$ cat config.mk
export PLATFORM = sky130hd
export DESIGN_NAME = dffsr_bank
export DESIGN_NICKNAME = d
export VERILOG_FILES = /design/src/rtl/dffsr_bank.sv
export SDC_FILE = /design/constraint.sdc
export NUM_CORES = 1
export LEC_CHECK = 0
export ABC_AREA = 1
export CELL_PAD_IN_SITES_DETAIL_PLACEMENT = 1
export CELL_PAD_IN_SITES_GLOBAL_PLACEMENT = 2
export CORE_ASPECT_RATIO = 1.2
export CORE_MARGIN = 2
export CORE_UTILIZATION = 22
export CTS_CLUSTER_DIAMETER = 30
export CTS_CLUSTER_SIZE = 8
export DETAILED_ROUTE_END_ITERATION = 8
export GPL_ROUTABILITY_DRIVEN = 0
export PLACE_DENSITY = 0.81
export SYNTH_ARGS = -nofsm -noshare
export SYNTH_HDL_FRONTEND = slang
export SYNTH_SLANG_ARGS = --single-unit
$ cat constraint.sdc
create_clock -name clk -period 2.65 [get_ports clk]
set_input_delay 0.6625 -clock clk [delete_from_list [all_inputs] [get_ports clk]]
set_output_delay 0.6625 -clock clk [all_outputs]
set_load 0.05 [all_outputs]
$ cat src/rtl/dffsr_bank.sv
// rtl/dffsr_bank.sv - WIDTH-bit register bank with sync set/clear, mode-selected next state, change pulse
// Optional parity output compiled in with DFFSR_BANK_PARITY_EN.
module dffsr_bank #(
  parameter int               WIDTH       = 8,
  parameter logic [WIDTH-1:0] RESET_VALUE = {WIDTH{1'b0}}
) (
  input  logic             clk,
  input  logic             reset,
  input  logic             set,
  input  logic             clr,
  input  logic [2:0]       mode,
  input  logic [WIDTH-1:0] d,
  input  logic             sin_lsb,
  input  logic             sin_msb,
  output logic [WIDTH-1:0] q,
  output logic [WIDTH-1:0] q_n,
  output logic             changed
`ifdef DFFSR_BANK_PARITY_EN
  ,
  output logic             parity
`endif
);

  localparam logic [2:0] MODE_HOLD  = 3'b000;
  localparam logic [2:0] MODE_LOAD  = 3'b001;
  localparam logic [2:0] MODE_SHL   = 3'b010;
  localparam logic [2:0] MODE_SHR   = 3'b011;
  localparam logic [2:0] MODE_ROL   = 3'b100;
  localparam logic [2:0] MODE_ROR   = 3'b101;
  localparam logic [2:0] MODE_TOG   = 3'b110;
  localparam logic [2:0] MODE_XLOAD = 3'b111;

  logic [WIDTH-1:0] q_next;

  // Shifts written with << / >> so WIDTH=1 degenerates cleanly:
  // shifts take the serial input, rotates reduce to hold.
  always_comb begin
    q_next = q;
    if (clr) begin
      q_next = '0;
    end else if (set) begin
      q_next = '1;
    end else begin
      case (mode)
        MODE_HOLD:  q_next = q;
        MODE_LOAD:  q_next = d;
        MODE_SHL:   q_next = (q << 1) | WIDTH'(sin_lsb);
        MODE_SHR:   q_next = (q >> 1) | (WIDTH'(sin_msb) << (WIDTH - 1));
        MODE_ROL:   q_next = (q << 1) | (q >> (WIDTH - 1));
        MODE_ROR:   q_next = (q >> 1) | (q << (WIDTH - 1));
        MODE_TOG:   q_next = ~q;
        MODE_XLOAD: q_next = q ^ d;
        default:    q_next = q;
      endcase
    end
  end

  always_ff @(posedge clk) begin
    if (reset) begin
      q       <= RESET_VALUE;
      changed <= 1'b0;
    end else begin
      q       <= q_next;
      changed <= (q_next != q);
    end
  end

`ifdef DFFSR_BANK_PARITY_EN
  always_ff @(posedge clk) begin
    if (reset) begin
      parity <= ^RESET_VALUE;
    end else begin
      parity <= ^q_next;
    end
  end
`endif

  assign q_n = ~q;

endmodule

Word-level counts from Yosys, hierarchy flattened
Index checks and enable logic that the tools add are counted.

word-level totals
  bits in registers = 9
  bits in latches = 0
  RAM bits = 0
  bits in read-only memories = 0
  input bits = 17
  output and inout bits = 17
  memories kept = 0

cells by class
  $add $sub $neg = 0
  $mul = 0
  div/mod/pow operators = 0
  magnitude comparators = 0
  equal/unequal tests = 8
  shifts and indexed selects = 0
  multiplexer cells = 3
  bitwise gates (word level) = 6
  reduce and logical (&&, ||, !) cells = 1

operators by type and width
  cell                                           number
  case mux 8 bit (8 select lines)                1
  two-way mux 8 bit                              2
  bitwise OR 7 x 8 -> 8 bit                      2
  bitwise OR 8 x 1 -> 8 bit                      2
  == test 3 bit, second input constant           4
  != test 8 bit                                  1
  NOT 8 bit                                      1
  bitwise XOR 8 bit                              1
  == test 3 x 2 -> 1 bit, second input constant  2
  == test 3 x 1 -> 1 bit, second input constant  1
  logical NOT 3 bit                              1

Depth between registers and ports, before layout
Gate-level depths: netlist of the first run.

  depth in word-level cells = 5
  gate-level depth with buffers = 15

Worst setup path after synthesis of the first run
No wires, ideal clock.

  path type = flip-flop to flip-flop
  start = reg q[0]
  end = reg changed
  setup time = 126 ps
  data arrival time = 1890 ps
  path slack = 634 ps
  cell stages (with the launch flop) = 12
  path buffers = 0
  cell sequence = dfxtp_1 inv_1 o21ai_0 nand3_1 nand3_1 nand2_1 nand2_1 nand2_1 nor2_1 nand2_1 nor2_1 nor2_1

on the way
  word-level cells in the longest chain between the ends = 5
  elaborated cells on any way between the ends = 9
  classes of those cells = eq/ne (1); mux (3); bitwise (5)

RTL lines
  what                             RTL line  RTL
  from (decl)                      15        output logic [WIDTH-1:0] q,
  from (signal assigned)           63        q <= q_next;
  NOT 8 bit                        n/a
  named net q_n[0]                 16        output logic [WIDTH-1:0] q_n,
  case mux 8 bit (8 select lines)  44        case (mode)
  two-way mux 8 bit                41        end else if (set) begin
  two-way mux 8 bit                39        if (clr) begin
  != test 8 bit                    64        changed <= (q_next != q);
  to (signal assigned)             64
  to (decl)                        17        output logic changed

The timed path passes the listed nets, and every way through them passes these cells.
A chain may end at the register's enable or synchronous reset.

Worst setup path in the final report of the first run
  start = in mode[2]
  end = reg changed

on the way
  word-level cells in the longest chain between the ends = 5
  elaborated cells on any way between the ends = 12
  classes of those cells = eq/ne (8); mux (3); reduce/logical (1)

RTL lines
  what                                   RTL line  RTL
  from (decl)                            11        input logic [2:0] mode,
  == test 3 bit (tied with other cells)  44
  case mux 8 bit (8 select lines) (*)    44
  two-way mux 8 bit (*)                  41
  two-way mux 8 bit (*)                  39
  != test 8 bit (*)                      64

Every way passes the cells marked *; elsewhere a longest branch is shown, timed or not.

==> results of run 1 <==
## worst paths after layout
check / cells after the start / from / slack [ns] / to
min reg2reg: 4 / q[0] / 0.75 / q[0]
max reg2reg: 11 / q[7] / 1.04 / changed
min: 4 / q[0] / 0.75 / q[0]
max: 14 / mode[2] / 0.18 / changed
## Yosys cell counts
| master | instances |
|---|---|
| nor2_1 | 30 |
| nand3_2 | 2 |
| a21boi_1 | 1 |
| inv_2 | 2 |
| clkbuf_1 | 2 |
| inv_1 | 16 |
| buf_4 | 3 |
| a21oi_1 | 9 |
| nand3_1 | 32 |
| nor2_2 | 1 |
| nand2_2 | 5 |
| o21ai_2 | 1 |
| nand2_1 | 55 |
| o21ai_0 | 12 |
| buf_1 | 1 |
| nand4_1 | 4 |
| dfxtp_1 | 9 |
## worst max-delay path, stage by stage
cell and delay, ns:
clkdlybuf4s50_1 0.62, buf_4 0.20, o21ai_2 0.05, buf_4 0.17, nand3_1 0.07, nand2_1 0.05, nor2_1 0.09, nand3_1 0.12
nand3_1 0.09, nand2_1 0.06, nor2_1 0.15, nand2_1 0.07, nor2_1 0.10, nor2_1 0.06
## sequential cells by signal, indices dropped and copies added, names as in the netlist
name,cells
q,8
changed,1
## cell usage in the layout (no fill, tap or decap), drive strengths merged
cell,synthesis,final
clkbuf,2,4
nand2,60,60
o21ai,13,13
dlymetal6s2s,0,1
nand3,34,34
a21oi,9,9
dfxtp,9,9
nor2,31,31
inv,18,18
clkdlybuf4s50,0,32
a21boi,1,1
nand4,4,4
buf,4,6
## cell type report
class	count	area [µm²]
Clock buffer	4	45.0
Inverter	18	67.6
Multi-Input combinational cell	152	683
Timing Repair Buffer	39	378
Tap cell	56	70.1
Fill cell	590	2810
Sequential cell	9	180
## layer usage
| metal | track usage [%] | wire length (µm) | share of wire, % | up-vias |
|---|---|---|---|---|
| met4 | 4.26 | 38 | 1.1 | 0 |
| met2 | 27.7 | 1780 | 49 | 23 |
| met3 | 1.18 | 99 | 2.8 | 5 |
| li1 | - | - | - | 674 |
| met5 | 0 | 0 | 0 | - |
| met1 | 20.9 | 1690 | 47 | 585 |
## kinds of logic (layout without fill, tap and decap cells)
logic type	count (synthesis)	after routing	share of synthesized area (%)
and+or+nand+nor	129	129	58.2
buffers and inverters	24	61	10.5
AOI/OAI and AO/OA	23	23	12.6
DFF	9	9	18.7
## power groups by stage
stage | combinational (mW) | sequential [mW] | clock, mW
2_1_floorplan | 0.131 | 0.187 | 0
3_3_place_gp | 0.250 | 0.163 | 0
3_5_place_dp | 0.250 | 0.163 | 0
4_1_cts | 0.252 | 0.161 | 0.162
5_1_grt | 0.276 | 0.163 | 0.167
6_report | 0.248 | 0.160 | 0.157
## what timing repair did
item                                    in CTS  in global routing
buffers inserted                             0                  0
resized for setup                            0                  1
endpoints found under the setup margin       0                  1
==> parameters.txt, run 1 <==
Parameter                              Value

Finish
  Diode count ... 0
  Final standard cell count with taps included and fillers excluded ... 278
  Relative area change from synthesis to final layout ... 47.6%
  Fin nets ... 240
  Cell area after layout ... 1420 µm²
  Layout cells sized above 1 ... 9.01%
  Util after Layout ... 33.7%

Timing
  Final-report hold violation count ... 0
  Final-layout setup total negative slack ... 0 ns
  Final period util ... 93.2%
  Tightest hold margin ... 0.753 ns
  Number of setup violations in the final report ... 0
  Max Clock Freq ... 405 MHz
  Number of pins exceeding their max-slew limit in the final report ... 0
  Post-route minimum period ... 2.47 ns
  Clock tree skew after final layout ... 0.000693 ns
  Setup repair after global routing missed its margin ... false
  Worst setup margin ... 0.179 ns
  Max_slew headroom ... 66.1%
  Slew of the pin with the lowest slew margin ... 0.506 ns

Drt
  Count of antenna-violating nets left after detailed routing ... 0
  Number of DRC markers after the initial detailed-route iteration ... 48
  Total iterations of the first detailed-routing run ... 4
  Final WL ... 3600 µm
  Post-route DRC violation count ... 0
  Drt wl/cell ... 12.9 µm
  Total number of vias ... 1287
  Via count normalized by instance count ... 4.63

Floorplanning
  IO Pins ... 34
  Number of core rows ... 26
  Area of the core region ... 4230 µm²
  Y dimension of the die ... 76.5 µm
  Die area ... 4930 µm²
  Effective utilization at floorplan ... 22.8%
  Die W ... 64.5 µm

Logic synthesis
  Number of instances in the synthesized netlist ... 185
  Area share of the largest cell type after synthesis ... 21.4%
  Synth Register Bits ... 9
  Post-synth top area cell ... nand2_1
  Sequential-to-total area share from yosys stat ... 18.7%
  Post-Synthesis Net Count ... 202
  Per-instance average area after synthesis ... 5.21 µm²
  Biggest area contributors in the synthesized netlist ... nand2_1, dfxtp_1, nand3_1
  Synth unique cells ... 17
  Number of warnings printed during yosys synthesis ... 0
  Area of the mapped netlist ... 965 µm²

Clocking
  Clk sink count ... 9
  Number of hold buffers added after CTS ... 0
  H-tree depth ... 1
  Clock latency on the worst-skew pair ... 0.23 ns
  Total CTS buffers ... 3
  Clock edge transition at the registers on the reported setup and hold paths ... 0.04 ns
  Clock root cell ... clkbuf_8
  Clock Tree Buf Depth ... 2
  Clock tree from TritonCTS ... built

Global route
  Number of antenna violations at the first check in global routing ... 0
  GRT overflow ... 0
  Wire length of the first global-routing pass ... 6450 µm
  Number of global-route vias before repair ... 1345
  Total Routing Usage GR ... 15.9%
  Largest net degree at the start of global routing ... 17

Worst setup path
  Required time of the critical path ... 2.75 ns
  Kind of launch point of the worst setup path ... input pin
  Critical Path End Type ... register
  Arrival time at the worst endpoint ... 2.58 ns
  Worst setup path class ... input pin to register
  Biggest fanout along the worst timing path ... 8

Outcome
  Outcome ... completed

Placement
  Placement Setup Slack ... -0.128 ns
  Number of cells in the design after placement ... 274
  Placed Area ... 1380 µm²
  Post-DP HPWL ... 2910 µm
  Number of port buffers ... 33

Run
  Reported max-cap violation count ... 0

Power
  Clock network power share ... 27.8%
  Worst IR Drop VDD ... 0.253 mV
  Switching power total ... 225 µW
  Power per Cell Area ... 397 nW/µm²
  Total power after layout ... 566 µW
  Switching part of the total ... 39.8%
  Proportion of power drawn by flip-flops and latches ... 28.3%
  Internal power summed over all cells ... 341 µW
  Total leakage power ... 0.680 nW
  Portion of total power attributed to combinational logic ... 43.9%

Min path
  Type of the worst min-delay path ... register to register
No activity file was read; power rests on OpenSTA's default activity.
==> run 2: changes to the inputs <==
--- a/config.mk
+++ b/config.mk
@@ -9,13 +9,13 @@
 export CELL_PAD_IN_SITES_DETAIL_PLACEMENT = 1
 export CELL_PAD_IN_SITES_GLOBAL_PLACEMENT = 2
 export CORE_ASPECT_RATIO = 1.2
-export CORE_MARGIN = 2
 export CORE_UTILIZATION = 22
 export CTS_CLUSTER_DIAMETER = 30
 export CTS_CLUSTER_SIZE = 8
 export DETAILED_ROUTE_END_ITERATION = 8
 export GPL_ROUTABILITY_DRIVEN = 0
 export PLACE_DENSITY = 0.81
+export RECOVER_POWER = 50
 export SYNTH_ARGS = -nofsm -noshare
 export SYNTH_HDL_FRONTEND = slang
 export SYNTH_SLANG_ARGS = --single-unit
==> parameters.txt, run 2 (same netlist as run 1, synthesis figures left out) <==
Parameter                              Value

Finish
  Layout cells sized above 1 ... 9.01% (unchanged)
  Diode count ... 0 (unchanged)
  Most used cells in the layout excluding fill and tap cells ... nand2_1, nand3_1, nor2_1
  Util after Layout ... 34.0% (+0.33 points)
  Fin nets ... 240 (unchanged)
  Biggest registers after layout ... q (8), changed (1)
  Number of flip-flops under the largest register name ... 8 (unchanged)
  Number of fill cells ... 589 (-0.17%)
  Relative area change from synthesis to final layout ... 49.0%
  Register bank with the most flops ... q
  Commonest non-fill, non-tap cell in the layout ... nand2_1

Placement
  Placement Setup Slack ... -0.0911 ns (+0.0366 ns)
  Post-DP HPWL ... 2820 µm (-3.3%)
  Number of port buffers ... 33 (unchanged)

Power
  Total power after layout ... 573 µW (+1.3%)
  Worst IR Drop VDD ... 0.254 mV (+0.77%)
  Total leakage power ... 0.694 nW (+2.0%)
  Power per Cell Area ... 399 nW/µm² (+0.31%)

Drt
  Post-route DRC violation count ... 0 (unchanged)
  Count of antenna-violating nets left after detailed routing ... 0 (unchanged)
  Number of DRC markers after the initial detailed-route iteration ... 72 (+50%)
  Total iterations of the first detailed-routing run ... 4 (unchanged)
  Via count normalized by instance count ... 4.77 (+3.0%)
  Drt wl/cell ... 13.3 µm (+2.4%)
  Total number of vias ... 1325 (+3.0%)
  Final WL ... 3680 µm (+2.4%)

Global route
  Total Routing Usage GR ... 16.7% (+0.75 points)
  Wire length of the first global-routing pass ... 6230 µm (-3.4%)
  Number of antenna violations at the first check in global routing ... 0 (unchanged)
  GRT overflow ... 0 (unchanged)
  Number of global-route vias before repair ... 1332 (-0.97%)
  Largest net degree at the start of global routing ... 17 (unchanged)

Clocking
  Number of hold buffers added after CTS ... 0 (unchanged)
  Total CTS buffers ... 3 (unchanged)
  H-tree depth ... 1 (unchanged)
  Clock Tree Buf Depth ... 2 (unchanged)
  Clk sink count ... 9 (unchanged)
  Clock root cell ... clkbuf_8
  Clock tree from TritonCTS ... built
  Clock edge transition at the registers on the reported setup and hold paths ... 0.05 ns (about the same)
  Clock latency on the worst-skew pair ... 0.23 ns (about the same)

Worst setup path
  Biggest fanout along the worst timing path ... 12 (+4)
  Setup slack of the worst register-to-register path ... 1.03 ns (about the same)
  Required time of the critical path ... 2.76 ns (about the same)
  Worst setup path class ... input pin to register
  Worst reg-to-reg path cell count ... 11 (unchanged)
  Arrival time at the worst endpoint ... 2.54 ns (-0.04 ns)
  Reg-to-Reg End ... changed
  Critical Path End Type ... register
  Kind of launch point of the worst setup path ... input pin
  Reg2reg start ... q[0]

Timing
  Final period util ... 91.6% (-1.7 points)
  Tightest hold margin ... 0.730 ns (-0.0231 ns)
  Number of pins exceeding their max-slew limit in the final report ... 0 (unchanged)
  Max_slew headroom ... 66.3% (+0.19 points)
  Setup repair after global routing missed its margin ... false
  Number of setup violations in the final report ... 0 (unchanged)
  Clock tree skew after final layout ... 0.000671 ns (-0.0000218 ns)
  Final-report hold violation count ... 0 (unchanged)
  Worst setup margin ... 0.224 ns (+0.0447 ns)
  Slew of the pin with the lowest slew margin ... 0.503 ns (-0.00288 ns)
  Max Clock Freq ... 412 MHz (+1.8%)
  Post-route minimum period ... 2.43 ns (-0.0447 ns)

Min path
  Number of cells traversed by the worst hold path ... 6 (+2)
  Start point of the worst min-delay path ... q[0]
  Capture endpoint of the worst hold path ... changed
  Type of the worst min-delay path ... register to register

Floorplanning
  Die W ... 62.5 µm (-3.1%)
  Y dimension of the die ... 74.5 µm (-2.6%)
  Effective utilization at floorplan ... 22.8% (unchanged)
  IO Pins ... 34 (unchanged)
  Area of the core region ... 4230 µm² (unchanged)
  Die area ... 4660 µm² (-5.6%)
  Number of core rows ... 26 (unchanged)

Outcome
  Outcome ... completed

Run
  Reported max-cap violation count ... 0 (unchanged)
## run 2: changes by cell type in the layout (fill, tap and decap cells not counted), sizes merged
cell           delta
dlymetal6s2s      +1
clkdlybuf4s50     -3
dlygate4sd3       +2
## run 2: worst max-delay path by stage
stage                     cells past startpoint     from      end
after CTS                                    14  mode[1]  changed
after global routing                         16  mode[0]  changed
final                                        15  mode[0]  changed
after global placement                       14  mode[1]  changed
after floorplan                              11     q[0]  changed
after detailed placement                     14  mode[1]  changed
## run 2: area by class of cell
type / count / area (µm²) / share of cell area (%)
timing repair buffer: 39 / 384 / 26.7
multi-input combinational: 152 / 691 / 48.0
inverter: 18 / 67.6 / 4.70
sequential: 9 / 180 / 12.5
tap: 56 / 70.1 / 4.87
clock buffer: 4 / 45.0 / 3.13
## run 2: per-layer routing
metal	track usage [%]	part of all wire, %	vias up
met4	5.17	0.65	0
met5	0	0	-
met1	21.3	48	628
li1	-	-	673
met2	30.4	49	20
met3	0.767	2.3	4
## run 2: repair_timing
action,in CTS,in global routing
endpoints found under the setup margin,0,1
setup buffers,0,0
gates resized for setup,0,5
## run 2: power by group
part | internal [mW] | total [mW] | switching, mW
logic | 0.0915 | 0.252 | 0.161
registers | 0.145 | 0.161 | 0.0159
clock network | 0.105 | 0.161 | 0.0556
## run 2: critical path, cell delays in order
cell	delay (ns)
clkdlybuf4s50_1	0.48
buf_6	0.16
inv_1	0.05
nand2_1	0.09
nand2_2	0.14
nand3_1	0.12
nand2_1	0.05
nor2_1	0.08
nand3_1	0.14
nand3_1	0.10
nand2_1	0.07
nor2_1	0.16
nand2_1	0.07
nor2_1	0.10
nor2_1	0.04
## run 2: stage by stage
step | setup TNS (ns) | instance area, µm² | instances
4_1_cts | 0 | 1420 | 278
5_1_grt | 0 | 1440 | 278
3_3_place_gp | -0.0578 | 1380 | 274
6_report | 0 | 1440 | 278
2_1_floorplan | 0 | 965 | 185
3_5_place_dp | -0.0911 | 1380 | 274
